File: src/rtl/img_pix_fifo_reader.sv
// ----------------------------------------------------------------------------
// img_pix_fifo_reader : pixel-source reader buffering into a FIFO, Avalon-MM slave
// Rev 1.0
// ----------------------------------------------------------------------------
`default_nettype none

module img_pix_fifo_reader #(
  parameter int PIX_W       = 24,
  parameter int FIFO_DEPTH  = 16,
  parameter int TIMEOUT_CYC = 0
) (
  input  logic             clk_clk,
  input  logic             reset_reset_n,
  input  logic [1:0]       avs_address,
  input  logic             avs_read,
  input  logic             avs_write,
  input  logic [31:0]      avs_writedata,
  output logic [31:0]      avs_readdata,
  output logic             get_next_pix,
  input  logic             pix_rdy,
  input  logic [PIX_W-1:0] pixel_data,
  input  logic             img_done,
  output logic             cpu_rdy,
  output logic [3:0]       out_state,
  output logic [31:0]      pix_count,
  output logic [PIX_W-1:0] pix_rgb_out
);

  localparam int AW = $clog2(FIFO_DEPTH);
  localparam int CW = AW + 1;

  typedef enum logic [3:0] {
    S_IDLE = 4'd0,
    S_REQ  = 4'd1,
    S_WAIT = 4'd2,
    S_DONE = 4'd3,
    S_ERR  = 4'd4
  } state_t;

  state_t            state_q, state_d;
  logic [AW-1:0]     rd_ptr_q, rd_ptr_d;
  logic [AW-1:0]     wr_ptr_q, wr_ptr_d;
  logic [CW-1:0]     level_q, level_d;
  logic [31:0]       pix_count_q, pix_count_d;
  logic [31:0]       tmo_q, tmo_d;
  logic [31:0]       rdata_q, rdata_d;
  logic              underflow_q, underflow_d;
  logic              drop_q, drop_d;
  logic              gnp_q, gnp_d;
  logic [PIX_W-1:0]  mem_q [FIFO_DEPTH];

  logic              empty, full, ctrl_wr, start, abort, flush;
  logic              rd_data, pop, push;
  logic [PIX_W-1:0]  head;
  logic [31:0]       status;
  logic              unused_wdata;

  assign empty   = (level_q == '0);
  assign full    = (level_q == CW'(FIFO_DEPTH));
  assign head    = empty ? '0 : mem_q[rd_ptr_q];
  assign ctrl_wr = avs_write && (avs_address == 2'd0);
  // Abort dominates start when both bits are written together.
  assign abort   = ctrl_wr && avs_writedata[1];
  assign start   = ctrl_wr && avs_writedata[0] && !avs_writedata[1];
  assign flush   = start || abort;
  assign rd_data = avs_read && (avs_address == 2'd2);
  assign pop     = rd_data && !empty;
  assign push    = (state_q == S_WAIT) && pix_rdy && !flush;

  assign status = {16'(level_q), 10'd0, drop_q, underflow_q,
                   (state_q == S_ERR), (state_q == S_DONE), full, empty};

  assign unused_wdata = ^avs_writedata[31:2];

  always_comb begin
    state_d     = state_q;
    rd_ptr_d    = rd_ptr_q;
    wr_ptr_d    = wr_ptr_q;
    level_d     = level_q;
    pix_count_d = pix_count_q;
    tmo_d       = tmo_q;
    rdata_d     = rdata_q;
    underflow_d = underflow_q;
    drop_d      = drop_q;
    gnp_d       = 1'b0;

    // Read data always reflects state before this cycle's updates.
    if (avs_read) begin
      case (avs_address)
        2'd0:    rdata_d = {28'd0, state_q};
        2'd1:    rdata_d = status;
        2'd2:    rdata_d = 32'(head);
        default: rdata_d = pix_count_q;
      endcase
    end

    if (rd_data && empty)                underflow_d = 1'b1;
    if (pix_rdy && (state_q != S_WAIT))  drop_d      = 1'b1;
    if (pop)  rd_ptr_d = rd_ptr_q + 1'b1;
    if (push) begin
      wr_ptr_d    = wr_ptr_q + 1'b1;
      pix_count_d = pix_count_q + 32'd1;
    end
    case ({push, pop})
      2'b10:   level_d = level_q + 1'b1;
      2'b01:   level_d = level_q - 1'b1;
      default: level_d = level_q;
    endcase

    case (state_q)
      S_REQ: begin
        if (!full) begin
          gnp_d   = 1'b1;
          tmo_d   = '0;
          state_d = S_WAIT;
        end
      end
      S_WAIT: begin
        if (img_done)
          state_d = S_DONE;
        else if (pix_rdy)
          state_d = S_REQ;
        else if ((TIMEOUT_CYC > 0) && (tmo_q == 32'(TIMEOUT_CYC - 1)))
          state_d = S_ERR;
        else
          tmo_d = tmo_q + 32'd1;
      end
      default: ;
    endcase

    if (flush) begin
      rd_ptr_d = '0;
      wr_ptr_d = '0;
      level_d  = '0;
      gnp_d    = 1'b0;
      state_d  = abort ? S_IDLE : S_REQ;
    end
    if (start) begin
      pix_count_d = '0;
      underflow_d = 1'b0;
      drop_d      = 1'b0;
    end
  end

  always_ff @(posedge clk_clk or negedge reset_reset_n) begin
    if (!reset_reset_n) begin
      state_q     <= S_IDLE;
      rd_ptr_q    <= '0;
      wr_ptr_q    <= '0;
      level_q     <= '0;
      pix_count_q <= '0;
      tmo_q       <= '0;
      rdata_q     <= '0;
      underflow_q <= 1'b0;
      drop_q      <= 1'b0;
      gnp_q       <= 1'b0;
    end else begin
      state_q     <= state_d;
      rd_ptr_q    <= rd_ptr_d;
      wr_ptr_q    <= wr_ptr_d;
      level_q     <= level_d;
      pix_count_q <= pix_count_d;
      tmo_q       <= tmo_d;
      rdata_q     <= rdata_d;
      underflow_q <= underflow_d;
      drop_q      <= drop_d;
      gnp_q       <= gnp_d;
    end
  end

  // Storage needs no reset: the level gates everything visible.
  always_ff @(posedge clk_clk) begin
    if (push) mem_q[wr_ptr_q] <= pixel_data;
  end

  assign avs_readdata = rdata_q;
  assign get_next_pix = gnp_q;
  assign cpu_rdy      = !empty;
  assign out_state    = state_q;
  assign pix_count    = pix_count_q;
  assign pix_rgb_out  = head;

endmodule

`default_nettype wire

File: config.mk
export PLATFORM = sky130hd
export DESIGN_NAME = img_pix_fifo_reader
export DESIGN_NICKNAME = d
export VERILOG_FILES = /design/src/rtl/img_pix_fifo_reader.sv
export SDC_FILE = /design/constraint.sdc
export NUM_CORES = 1
export LEC_CHECK = 0
export BUFFER_PORTS_ARGS = -buffer_cell sky130_fd_sc_hd__buf_2
export CORE_ASPECT_RATIO = 1.1
export CORE_UTILIZATION = 25
export CTS_CLUSTER_DIAMETER = 30
export DETAILED_ROUTE_END_ITERATION = 7
export SLEW_MARGIN = 20
export SYNTH_ARGS = -nofsm -noshare
export SYNTH_HDL_FRONTEND = slang
export SYNTH_SLANG_ARGS = --single-unit
File: constraint.sdc
create_clock -name clk_clk -period 2.6 [get_ports clk_clk]
set_clock_uncertainty 0.2 [all_clocks]
set_input_delay 0.39 -clock clk_clk [delete_from_list [all_inputs] [get_ports clk_clk]]
set_output_delay 0.39 -clock clk_clk [all_outputs]
set_load 0.1 [all_outputs]
Yosys cells after proc, flatten, opt, wreduce, memory -nomap -nowiden
Memories as Yosys holds them, arrays and structs flattened.
Index checks and enable logic that the tools add are counted.
W data, S select, Z words.

word-level totals
  word-level logic and storage cells = 76
  memories = 1
  input bits = 64
  output and inout bits = 94
  RAM bits = 384
  register bits = 84

memories
  name   depth  bits a word  read ports  clocked after Yosys merged registers in  write ports  RTL line  RTL
  mem_q  16     24           1           0                                        1            50        logic [PIX_W-1:0] mem_q [FIFO_DEPTH];

operators by class
  add/sub/neg operators = 5
  reduce and logical (&&, ||, !) cells = 24
  multiplexer cells = 25
  equal/unequal tests = 12

operator list
  operator                 count
  $pmux W32 S3             1
  $mux W32                 2
  $add A32 B1 Y32 const B  1
  $mux W4                  8
  $mux W24                 1
  $logic_and A1 B1 Y1      10
  $mux W1                  10
  $pmux W5 S2              1
  $reduce_bool A2 Y1       5
  $add A4 B1 Y4 const B    2
  $eq A4 B2 Y1 const B     2
  $pmux W4 S2              1
  $reduce_bool A3 Y1       2
  $add A5 B1 Y5 const B    1
  $eq A5 B5 Y1 const B     1
  $logic_not A5 Y1         1
  $mux W5                  1
  $sub A5 B1 Y5 const B    1
  $eq A2 B1 Y1 const B     2
  $eq A2 B2 Y1 const B     2
  $eq A4 B1 Y1 const B     1
  $eq A4 B3 Y1 const B     1
  $ne A4 B2 Y1 const B     1
  $ne A4 B4 Y1 const B     1
  other kinds (5)          7

Depth between registers and ports, before layout
Gate-level depths: netlist of the first run.

  depth in word-level cells = 10
  gate-level depth with buffers = 11
  depth with buffers taken out = 9

Least setup slack after synthesis of the first run
OpenSTA, ideal clock, no wires.

  path type = register to output
  start = reg level_q[2]
  end = out pix_rgb_out[10]
  arrival = 2.955 ns
  stages on the path, launching flop included = 8
  buffers on the path = 3
  slack = -0.945 ns
  data required time = 2.010 ns
  cells stage by stage = dfrtp_1 -> clkbuf_1 -> or4_1 -> clkbuf_1 -> nor2_1 -> inv_1 -> clkbuf_1 -> and2_1

on the way
  cells in the longest elaborated chain, start to end = 2

RTL lines
  item                    RTL line  RTL
  from (decl)             43        logic [CW-1:0] level_q, level_d;
  from (signal assigned)  161       level_q <= level_d;
  $logic_not A5 Y1        58        assign empty = (level_q == '0);
  $mux W24                60        assign head = empty ? '0 : mem_q[rd_ptr_q];
  to (decl)               26        output logic [PIX_W-1:0] pix_rgb_out

No other way between the ends.

Final worst setup path of the first run
  start = reg rd_ptr_q[1]
  end = out pix_rgb_out[7]

on the way
  cells in the longest elaborated chain, start to end = 2

RTL lines
  item                    RTL line  RTL
  from (decl)             41        logic [AW-1:0] rd_ptr_q, rd_ptr_d;
  from (signal assigned)  159       rd_ptr_q <= rd_ptr_d;
  $mem_v2 Z16 W24         -
  $mux W24                60

No other way between the ends.

==> summary.md, run 1 <==
| Metric | Value |
|---|---|
| Worst setup margin | -692 ps |
| Max-slew violation total from the final report | 0 |
| Synth Area in Compound Gates | 4.08% |
| Max Clock Freq | around 300 MHz |
| Vias in the first global route | between 10000 and 15000 |
| Post-Synth XOR/XNOR Area | less than 1% |
| Placed inst area | between 20000 and 25000 sq um |
| FP Rows | roughly 110 |
| Util after Layout | between 30% and 40% |
| Clk root buf | clkbuf_16 |
| Total core area | 76100 sq um |
| DIE AREA | ~78000 sq um |
| Post-DRT Antenna Nets | 0 |
| P_int | ~20 mW |
| Synthesized area per cell | approximately 18 sq um |
| Clk pin slew, worst setup/hold paths | 60 ps |
| Final Power | 31.5 mW |
| Crit Path Class | reg -> out |
| Via count | about 11000 |
| Post-Synth Adder-Cell Area | less than 1% |
| DP HPWL | between 30000 and 40000 um |
| Finished Layout Cells | 2496 |
| # placed instances | approximately 2300 |
| Commonest non-fill, non-tap cells in the layout | edfxtp_1 (384), buf_2 (99), mux4_2 (93) |
| TritonRoute pass-1 iters | 5 |
| Synth Warn # | 0 |
| Worst IR Drop VDD | around 1.3 mV |
| Post-synthesis mux area share | 16.1% |
| Placer Congestion | 0.852 |
| Simple-Gate Fraction of Synth Area | approximately 6.5% |
| Post-synth ARST share | 17.6% |
| Clock latency at the later pin of the worst-skew pair | about 610 ps |
| Least-Margin Pin Slew | a little under 700 ps |
| Synthesized area | between 15000 and 20000 sq um |
| Initial antenna violation count | 8 |
| Layout cells sized above 1 | 41.6% |
| Combinational power share | 38.8% |
| Final instance area | roughly 26000 sq um |
| Largest net degree at the start of global routing | 46 |
| GRT overflow | 0 |
| Register Area | between 10000 and 15000 sq um |
| Final setup fails | 26 |
| Clk sinks | between 400 and 500 |
| Layout area overhead | 36.6% |
| Initial DRC Count | 879 |
| Status | finished, violations left |
| Number of port buffers | about 130 |
| Distinct cells, synth | 63 |
| Crit path required time | about 2000 ps |
| Min cycle time layout | between 3000 and 4000 ps |
| GRT Util Overall | between 10 and 15% |
| Die Ht | 293 um |
| Ports | around 160 |
| Fin crit share | 127% |
| Synth Flop Type | edfxtp_1 |
| Pwr/cell area | around 1200 nW/um^2 |
| CP Max Fanout | 7 |
| Vias per cell | 4.59 |
| Routed len/inst | roughly 20 um |
| Area occupied by multi-input gates | around 5800 sq um |
| RSZ-0062 raised after global routing | true |
| Worst Hold Class | in -> reg |
| Seq/Total Area, Yosys | between 70% and 80% |
| Total CTS buffers | 80 |
| Worst Path Arrival | about 2700 ps |
| Critical Path Start Type | register |
| Hold WS | ~40 ps |
| Commonest non-fill, non-tap cell in the layout | edfxtp_1 |
| CTS H-Tree Depth | 3 |
| Leak | between 9 and 10 nW |
| Starting Density | 25.3% |
| Slew Limit Headroom | 53.6% |
| Mapped Cells | 1101 |
| Switching pwr | around 12 mW |
| CTS tree | built |
| Clock buffer depth | 3 |
| #FFs+latches synth | 466 |
| Number of synthesized flops with an enable pin | 384 |
| Largest family of logic cells by synthesized area | multiplexers |
| Final Net Count | about 1500 |
| Count of final hold-check violations | 0 |
| Die Wd | between 200 and 300 um |
| Clock share of power | 33.2% |
| Violated checks | negative setup slack |
| Max-cap violations | 0 |
| First-pass GRT wire length | ~75000 um |
| Setup TNS | -14530 ps |
| Crit. End Element | output pin |
| DRC Markers | 0 |
| Reg power frac | 28.0% |
| Fillers | between 7000 and 8000 |
| Final wirelength | 50400 um |
| Sw Ratio | about 37% |
| Post-Place Setup Slack | -179 ps |
-- what timing repair did --
item / in CTS / in global routing
resized for setup: 59 / 34
gates cloned: 0 / 4
endpoints found under the hold margin: 431 / 0
pin swaps: 1 / 7
endpoints found under the setup margin: 26 / 28
hold buffers: 28 / 0
setup buffers: 7 / 9
-- final timing paths --
check                                               to  cells past startpoint  slack (ps)                   startpoint
max in group asynchronous    pix_count[19]$_DFFE_PN0P_                      3        1340                reset_reset_n
hold / removal             avs_readdata[1]$_DFFE_PN0P_                      4          40               avs_address[0]
hold reg to reg            avs_readdata[2]$_DFFE_PN0P_                      2         290  avs_readdata[2]$_DFFE_PN0P_
setup / recovery                        pix_rgb_out[7]                      7        -690      rd_ptr_q[1]$_DFFE_PN0P_
setup reg to reg           avs_readdata[8]$_DFFE_PN0P_                      8         -50      rd_ptr_q[1]$_DFFE_PN0P_
min in group asynchronous    pix_count[24]$_DFFE_PN0P_                      2         180                reset_reset_n
-- synthesized netlist by cell type (6+ instances only) --
library cell,instances,share of area [%]
and3_1,10,0.32
a22o_1,8,0.36
xnor2_1,6,0.27
o21ai_0,13,0.34
nor3_1,9,0.23
clkbuf_1,35,0.68
dfrtp_1,82,11
ha_1,7,0.45
nand2_1,56,1.1
o31ai_1,10,0.39
nand3_1,16,0.42
a21oi_1,27,0.70
nor2b_1,19,0.62
and2_1,21,0.68
buf_1,6,0.12
o221ai_1,7,0.32
nand2b_1,12,0.39
a221o_1,13,0.67
buf_4,6,0.23
or4_1,13,0.51
mux2_2,10,0.58
inv_1,18,0.35
mux2i_1,89,4.6
nor4_1,7,0.23
nand4_1,9,0.29
mux4_2,93,11
edfxtp_1,384,60
nor2_1,33,0.64
buf_2,19,0.49
-- final cells by class --
type	count	area share, %
clock inverter	65	2.75
antenna	3	0.0285
inverter	20	0.295
timing repair buffer	284	10.8
tap	1026	4.87
sequential	466	51.7
multi-input combinational	548	21.9
clock buffer	84	7.66
-- power by group through the flow --
stage / registers, mW / clock network (mW) / logic (mW)
floorplan: 10.0 / 0 / 6.12
finish: 8.83 / 10.5 / 12.2
CTS: 8.81 / 10.7 / 11.7
global placement: 8.93 / 0 / 11.0
detailed placement: 8.95 / 0 / 11.0
global route: 8.87 / 11.0 / 12.7
-- kinds of logic after synthesis --
logic type | Yosys count
adder cells (fa/ha/maj) | 7
multiplexers | 192
flip-flops | 466
buffers and inverters | 88
AND/OR/NAND/NOR | 228
AO/OA/AOI/OAI | 109
XOR/XNOR | 10
other | 1
-- sequential cells by signal (all words and copies together), names as in the netlist --
| signal | count |
|---|---|
| avs_readdata | 32 |
| drop_q | 1 |
| get_next_pix | 1 |
| level_q | 5 |
| mem_q | 384 |
| out_state | 2 |
| pix_count | 32 |
| rd_ptr_q | 4 |
| underflow_q | 1 |
| wr_ptr_q | 4 |
-- layer usage --
metal	vias up	wire [um]	global-route usage, %
li1	5025	-	-
met1	5918	21100	16.1
met2	397	25100	21.7
met3	98	3050	2.82
met4	12	1080	4.22
met5	-	84	0
-- worst max-delay path: stages (launching register included) --
cell	delay, ps
dfrtp_4	470
buf_12	180
clkbuf_16	180
mux4_2	550
mux2i_4	230
mux2i_4	150
and2_4	180
buf_12	160
No activity file was read; power rests on OpenSTA's default activity.
==> run 2, diff against run 1 <==
--- a/config.mk
+++ b/config.mk
@@ -8,6 +8,7 @@
 export BUFFER_PORTS_ARGS = -buffer_cell sky130_fd_sc_hd__buf_2
 export CORE_ASPECT_RATIO = 1.1
 export CORE_UTILIZATION = 25
+export CTS_BUF_LIST = sky130_fd_sc_hd__clkbuf_8 sky130_fd_sc_hd__clkbuf_16
 export CTS_CLUSTER_DIAMETER = 30
 export DETAILED_ROUTE_END_ITERATION = 7
 export SLEW_MARGIN = 20
==> run 2 against run 1 <==
Effect of this change: the flow still finishes with violations (negative setup slack); clock power barely moved; power is essentially flat; cell area did not move; clock-buffer cell count fell by 4; highest routed layer unchanged; largest power group unchanged; setup slack lost 4.0 ps.
==> summary.md, run 2 (synthesis gave the netlist of run 1 again) <==
| Metric | Value |
|---|---|
| Clk sinks | between 400 and 500 |
| Max-cap violations | 0 |
| Final setup fails | 26 |
| Final Net Count | approximately 1500 |
| Vias in the first global route | around 12000 |
| Largest net degree at the start of global routing | 46 |
| Clock latency at the later pin of the worst-skew pair | ~610 ps |
| Total CTS buffers | 80 |
| Layout cells sized above 1 | 41.6% |
| Die Wd | between 200 and 300 um |
| TritonRoute pass-1 iters | 5 |
| Routed len/inst | just over 20 um |
| Max Clock Freq | between 300 and 400 MHz |
| DRC Markers | 0 |
| Largest register FFs | 384 |
| GRT overflow | 0 |
| Vias per cell | between 4 and 5 |
| Worst Path Arrival | about 2700 ps |
| Total core area | 76100 sq um |
| Number of port buffers | about 130 |
| FP Rows | 106 |
| Post-Place Setup Slack | -179 ps |
| Final Power | between 30 and 40 mW |
| Commonest non-fill, non-tap cells in the layout | edfxtp_1 (384), buf_2 (99), mux4_2 (93) |
| First-pass GRT wire length | 75200 um |
| Worst IR Drop VDD | approximately 1.3 mV |
| Ports | between 150 and 200 |
| Count of final hold-check violations | 0 |
| Biggest register | mem_q |
| Final wirelength | around 50000 um |
| Clk root buf | clkbuf_16 |
| Layout area overhead | 36.6% |
| Worst r2r dst | avs_readdata[8]$_DFFE_PN0P_ |
| Crit path required time | 2010 ps |
| Min cycle time layout | 3300 ps |
| Max-slew violation total from the final report | 0 |
| Placed inst area | roughly 23000 sq um |
| R2R Path Start | rd_ptr_q[1]$_DFFE_PN0P_ |
| Commonest non-fill, non-tap cell in the layout | edfxtp_1 |
| Initial antenna violation count | 8 |
| Crit Path Class | reg -> out |
| Slew Limit Headroom | 53.6% |
| CTS tree | built |
| Number of cells on the worst hold path | 4 |
| Worst setup margin | -696 ps |
| Least-Margin Pin Slew | between 600 and 700 ps |
| Die Ht | roughly 300 um |
| Critical Path Start Type | register |
| Clock buffer depth | 3 |
| End of the worst hold path | avs_readdata[1]$_DFFE_PN0P_ |
| Pwr/cell area | about 1200 nW/um^2 |
| Setup TNS | -14520 ps |
| Worst Hold Launch | avs_address[0] |
| CTS H-Tree Depth | 3 |
| CP Max Fanout | 7 |
| Leak | around 9.3 nW |
| Fin crit share | 127% |
| Violated checks | negative setup slack |
| Status | finished, violations left |
| Via count | between 10000 and 15000 |
| Post-DRT Antenna Nets | 0 |
| RSZ-0062 raised after global routing | true |
| Worst Hold Class | in -> reg |
| Placer Congestion | ~0.85 |
| Crit. End Element | output pin |
| Initial DRC Count | roughly 870 |
| R2r setup slk | -50 ps |
| DP HPWL | approximately 32000 um |
| Clk pin slew, worst setup/hold paths | roughly 60 ps |
| Final instance area | 26300 sq um |
| Reg2Reg Depth | 8 |
| GRT Util Overall | about 13% |
| DIE AREA | slightly below 80000 sq um |
| Starting Density | about 25% |
-- run 2: worst max-delay path, stage by stage, from the launching register on --
cell	delay, ps
dfrtp_4	470
buf_12	180
clkbuf_16	180
mux4_2	550
mux2i_4	230
mux2i_4	160
and2_4	180
buf_12	160
-- run 2: metrics by stage --
| step | hold WS [ps] | cells | utilization, % |
|---|---|---|---|
| after floorplan | -106 | 1102 | - |
| after global placement | 240 | 2296 | 29.8 |
| after detailed placement | 258 | 2296 | 29.8 |
| after CTS | 4.13 | 2480 | 34.1 |
| after global routing | 51.5 | 2495 | 34.6 |
| final | 40.6 | 2496 | 34.6 |
-- run 2: cell type report --
cell class | count | area, sq um
clock inverter | 69 | 739
tap | 1026 | 1280
fill | 7185 | 49800
sequential | 466 | 13600
timing repair buffer | 284 | 2840
clock buffer | 80 | 2000
antenna | 3 | 7.51
inverter | 20 | 77.6
multi-input combinational | 548 | 5770
-- run 2: worst max-delay path by stage --
stage | cells after the start | to | slack (ps) | from
after floorplan | 5 | mem_q[0][0]$_DFFE_PP_ | -40 | out_state[1]$_DFFE_PN0P_
after global placement | 7 | pix_rgb_out[8] | -170 | rd_ptr_q[1]$_DFFE_PN0P_
after detailed placement | 7 | pix_rgb_out[8] | -180 | rd_ptr_q[1]$_DFFE_PN0P_
after CTS | 8 | pix_rgb_out[17] | -690 | rd_ptr_q[1]$_DFFE_PN0P_
after global routing | 7 | pix_rgb_out[7] | -770 | rd_ptr_q[1]$_DFFE_PN0P_
final | 7 | pix_rgb_out[7] | -700 | rd_ptr_q[1]$_DFFE_PN0P_
-- run 2: power breakdown --
part / total, mW / switching (mW) / internal, mW
Clock: 10.4 / 3.99 / 6.45
Combinational: 12.2 / 7.33 / 4.88
Sequential: 8.83 / 0.298 / 8.53
Total: 31.5 / 11.6 / 19.9
-- run 2: metal layers --
| layer | vias to the layer above | GRT usage (%) | wire length (um) |
|---|---|---|---|
| li1 | 5025 | - | - |
| met4 | 12 | 4.22 | 1070 |
| met3 | 98 | 2.82 | 3170 |
| met5 | - | 0 | 84 |
| met2 | 399 | 21.7 | 25200 |
| met1 | 5907 | 16.1 | 20900 |
-- run 2: timing repair --
item	4_1_cts	5_1_grt
pin swaps	1	7
cloned	0	4
setup buffers	7	9
resized for setup	59	34
endpoints found under the setup margin	26	28
hold endpoints to repair	431	0
hold buffers	28	0
==> run 3, diff against run 2 <==
--- a/config.mk
+++ b/config.mk
@@ -5,12 +5,14 @@
 export SDC_FILE = /design/constraint.sdc
 export NUM_CORES = 1
 export LEC_CHECK = 0
+export ABC_AREA = 1
 export BUFFER_PORTS_ARGS = -buffer_cell sky130_fd_sc_hd__buf_2
 export CORE_ASPECT_RATIO = 1.1
 export CORE_UTILIZATION = 25
 export CTS_BUF_LIST = sky130_fd_sc_hd__clkbuf_8 sky130_fd_sc_hd__clkbuf_16
 export CTS_CLUSTER_DIAMETER = 30
 export DETAILED_ROUTE_END_ITERATION = 7
+export GPL_TIMING_DRIVEN = 0
 export SLEW_MARGIN = 20
 export SYNTH_ARGS = -nofsm -noshare
 export SYNTH_HDL_FRONTEND = slang
==> constraint.sdc (replaced) <==
create_clock -name clk_clk -period 3.78 [get_ports clk_clk]
set_clock_uncertainty 0.2 [all_clocks]
set_input_delay 0.567 -clock clk_clk [delete_from_list [all_inputs] [get_ports clk_clk]]
set_output_delay 0.567 -clock clk_clk [all_outputs]
set_load 0.1 [all_outputs]
==> run 3 against run 2 <==
Effect of this change: the flow now finishes without violations; global-route usage increased by 3.5 points; setup slack better by 710 ps; flip-flop and latch count unchanged; critical path depth is 2 higher; hold slack improved by 62 ps; power fell by 19%; register-to-register slack improved by 720 ps; combinational power fell by 15%.
==> summary.md, run 3 <==
| Metric | Value |
|---|---|
| Worst Hold Launch | avs_read |
| Commonest non-fill, non-tap cells in the layout | edfxtp_1 (384), nand2_1 (272), nor2_1 (251) |
| Vias in the first global route | approximately 15000 |
| Status | finished clean |
| Max Clock Freq | ~270 MHz |
| Post-synth top cells | edfxtp_1 (384), nand2_1 (272), nor2_1 (267) |
| Sw Ratio | about 44% |
| CTS H-Tree Depth | 3 |
| Max-slew violation total from the final report | 0 |
| Routed len/inst | about 22 um |
| Seq/Total Area, Yosys | between 60 and 70% |
| Clk root buf | clkbuf_16 |
| Ports | ~160 |
| Least-Margin Pin Slew | a little over 900 ps |
| Combinational power share | about two fifths |
| Commonest non-fill, non-tap cell in the layout | edfxtp_1 |
| Finished Layout Cells | 3098 |
| Dominant cell type by area after synthesis | edfxtp_1 |
| Crit. End Element | output pin |
| FP Rows | around 110 |
| Worst Hold Class | in -> reg |
| Via count | about 15000 |
| Final setup fails | 0 |
| Number of synthesized flops with an enable pin | around 380 |
| P_int | between 10 and 15 mW |
| Switching pwr | about 11 mW |
| Worst Path Arrival | between 2000 and 3000 ps |
| Fin crit share | about 100% |
| Min cycle time layout | roughly 3800 ps |
| DRC Markers | 0 |
| Max-cap violations | 0 |
| Final Net Count | roughly 2000 |
| Crit path required time | about 3000 ps |
| GRT Util Overall | 16.4% |
| Slew Limit Headroom | between 30% and 40% |
| Initial antenna violation count | 12 |
| CP Max Fanout | 11 |
| Post-DRT Antenna Nets | 0 |
| DP HPWL | 46600 um |
| Clock latency at the later pin of the worst-skew pair | 630 ps |
| Post-synth top area share | 58.3% |
| Total CTS buffers | 97 |
| Final Power | ~26 mW |
| DIE AREA | around 80000 sq um |
| Clk sinks | 466 |
| TritonRoute pass-1 iters | 5 |
| First-pass GRT wire length | 97800 um |
| Count of final hold-check violations | 0 |
| Fillers | 7598 |
| Clk pin slew, worst setup/hold paths | approximately 50 ps |
| CTS tree | built |
| #FFs+latches synth | about 470 |
| Synthesized area | 19800 sq um |
| Layout cells sized above 1 | between 20% and 30% |
| Reg power frac | approximately a quarter |
| Synth Flop Type | edfxtp_1 |
| Largest register FFs | approximately 380 |
| Vias per cell | about 5 |
| Mapped Cells | approximately 1700 |
| Biggest register | mem_q |
| Clock buffer depth | 3 |
| Starting Density | approximately 25% |
| Clock share of power | 35.1% |
| Number of port buffers | about 120 |
| Most frequent cell after synthesis | edfxtp_1 |
| Synthesized area per cell | approximately 11 sq um |
| Die Wd | about 270 um |
| Distinct cells, synth | 45 |
| Layout area overhead | 31.6% |
| Total core area | about 78000 sq um |
| Crit Path Class | reg -> out |
| Pwr/cell area | between 900 and 1000 nW/um^2 |
| Placer Congestion | a little under 0.9 |
| Leak | ~9.7 nW |
| RSZ-0062 raised after global routing | true |
| Critical path origin | rd_ptr_q[1]$_DFFE_PN0P_ |
| Worst IR Drop VDD | between 1 and 1.5 mV |
| Synth area leaders | edfxtp_1 (58%), dfrtp_1 (10%), nand2_1 (5.2%) |
| Largest net degree at the start of global routing | 55 |
| # placed instances | 2913 |
| R2R Path Start | out_state[0]$_DFFE_PN0P_ |
| Die Ht | about 300 um |
| Initial DRC Count | 1549 |
| Critical Path Start Type | register |
| Post-synth ARST share | 17.6% |
| Final wirelength | about 67000 um |
| Synth Warn # | 0 |
| GRT overflow | 0 |
-- run 3: final cells by class --
class	count	area [sq um]	share of cell area (%)
Clock inverter	83	1020	3.93
Antenna cell	2	5.00	0.0192
Timing Repair Buffer	142	1190	4.59
Buffer	100	596	2.29
Tap cell	1035	1290	4.97
Multi-Input combinational cell	1100	5620	21.6
Clock buffer	98	2450	9.42
Sequential cell	466	13600	52.2
Inverter	72	277	1.06
-- run 3: power by group through the flow --
stage / logic [mW] / registers [mW] / clock network [mW]
final: 10.4 / 6.23 / 8.98
after global routing: 10.8 / 6.25 / 9.29
after CTS: 10.1 / 6.22 / 9.03
after detailed placement: 9.65 / 6.30 / 0
after global placement: 9.48 / 6.29 / 0
after floorplan: 5.48 / 7.45 / 0
-- run 3: worst paths after layout --
check,slack [ps],depth (start not counted),end
max in group asynchronous,2500,3,pix_count[6]$_DFFE_PN0P_
hold / removal,100,3,avs_readdata[28]$_DFFE_PN0P_
setup reg to reg,670,9,mem_q[15][8]$_DFFE_PP_
setup / recovery,20,9,pix_rgb_out[15]
min in group asynchronous,250,2,rd_ptr_q[2]$_DFFE_PN0P_
hold reg to reg,280,2,avs_readdata[27]$_DFFE_PN0P_
-- run 3: cell families (layout without fill, tap and decap cells) --
family          Yosys count  count (layout)  synth area share (%)
compound gates          355             355                  10.7
xor+xnor                  6               6                 0.266
fa+ha+maj                 7               7                 0.443
buf+inv                 172             495                  4.19
flops                   466             466                  68.6
other cells               1               4                0.0190
simple gates            730             730                  15.7
-- run 3: critical path, cell delays in order (launching register included) --
cell	delay, ps
dfrtp_1	390
buf_4	200
inv_4	100
buf_6	170
buf_4	270
o21ai_0	140
o211ai_1	230
nand3_1	200
a21oi_4	370
buf_6	280
-- run 3: timing repair --
action,in CTS,in global routing
buffers inserted,0,1
endpoints found under the hold margin,28,0
hold buffers,1,0
gates resized for setup,64,24
setup endpoints to repair,22,21
pin swaps,0,2
-- run 3: metal layers --
layer	part of all wire, %	vias up	GRT usage, %
met5	0.18	-	0
met1	38	7404	19.4
li1	-	6736	-
met3	8.4	173	3.57
met2	50	739	28.2
met4	3.8	20	7.34
-- run 3: stage by stage --
stage	TNS [ps]	setup slack, ps	hold slack, ps	instance area, sq um	utilization (%)
2_1_floorplan	0	159	71.4	19800	-
6_report	0	18.7	103	26000	33.4
5_1_grt	-22.7	-13.1	128	26000	33.4
3_5_place_dp	0	54.9	269	22300	28.6
4_1_cts	0	6.95	83.0	26000	33.3
3_3_place_gp	-325020	-1040	260	21700	27.9
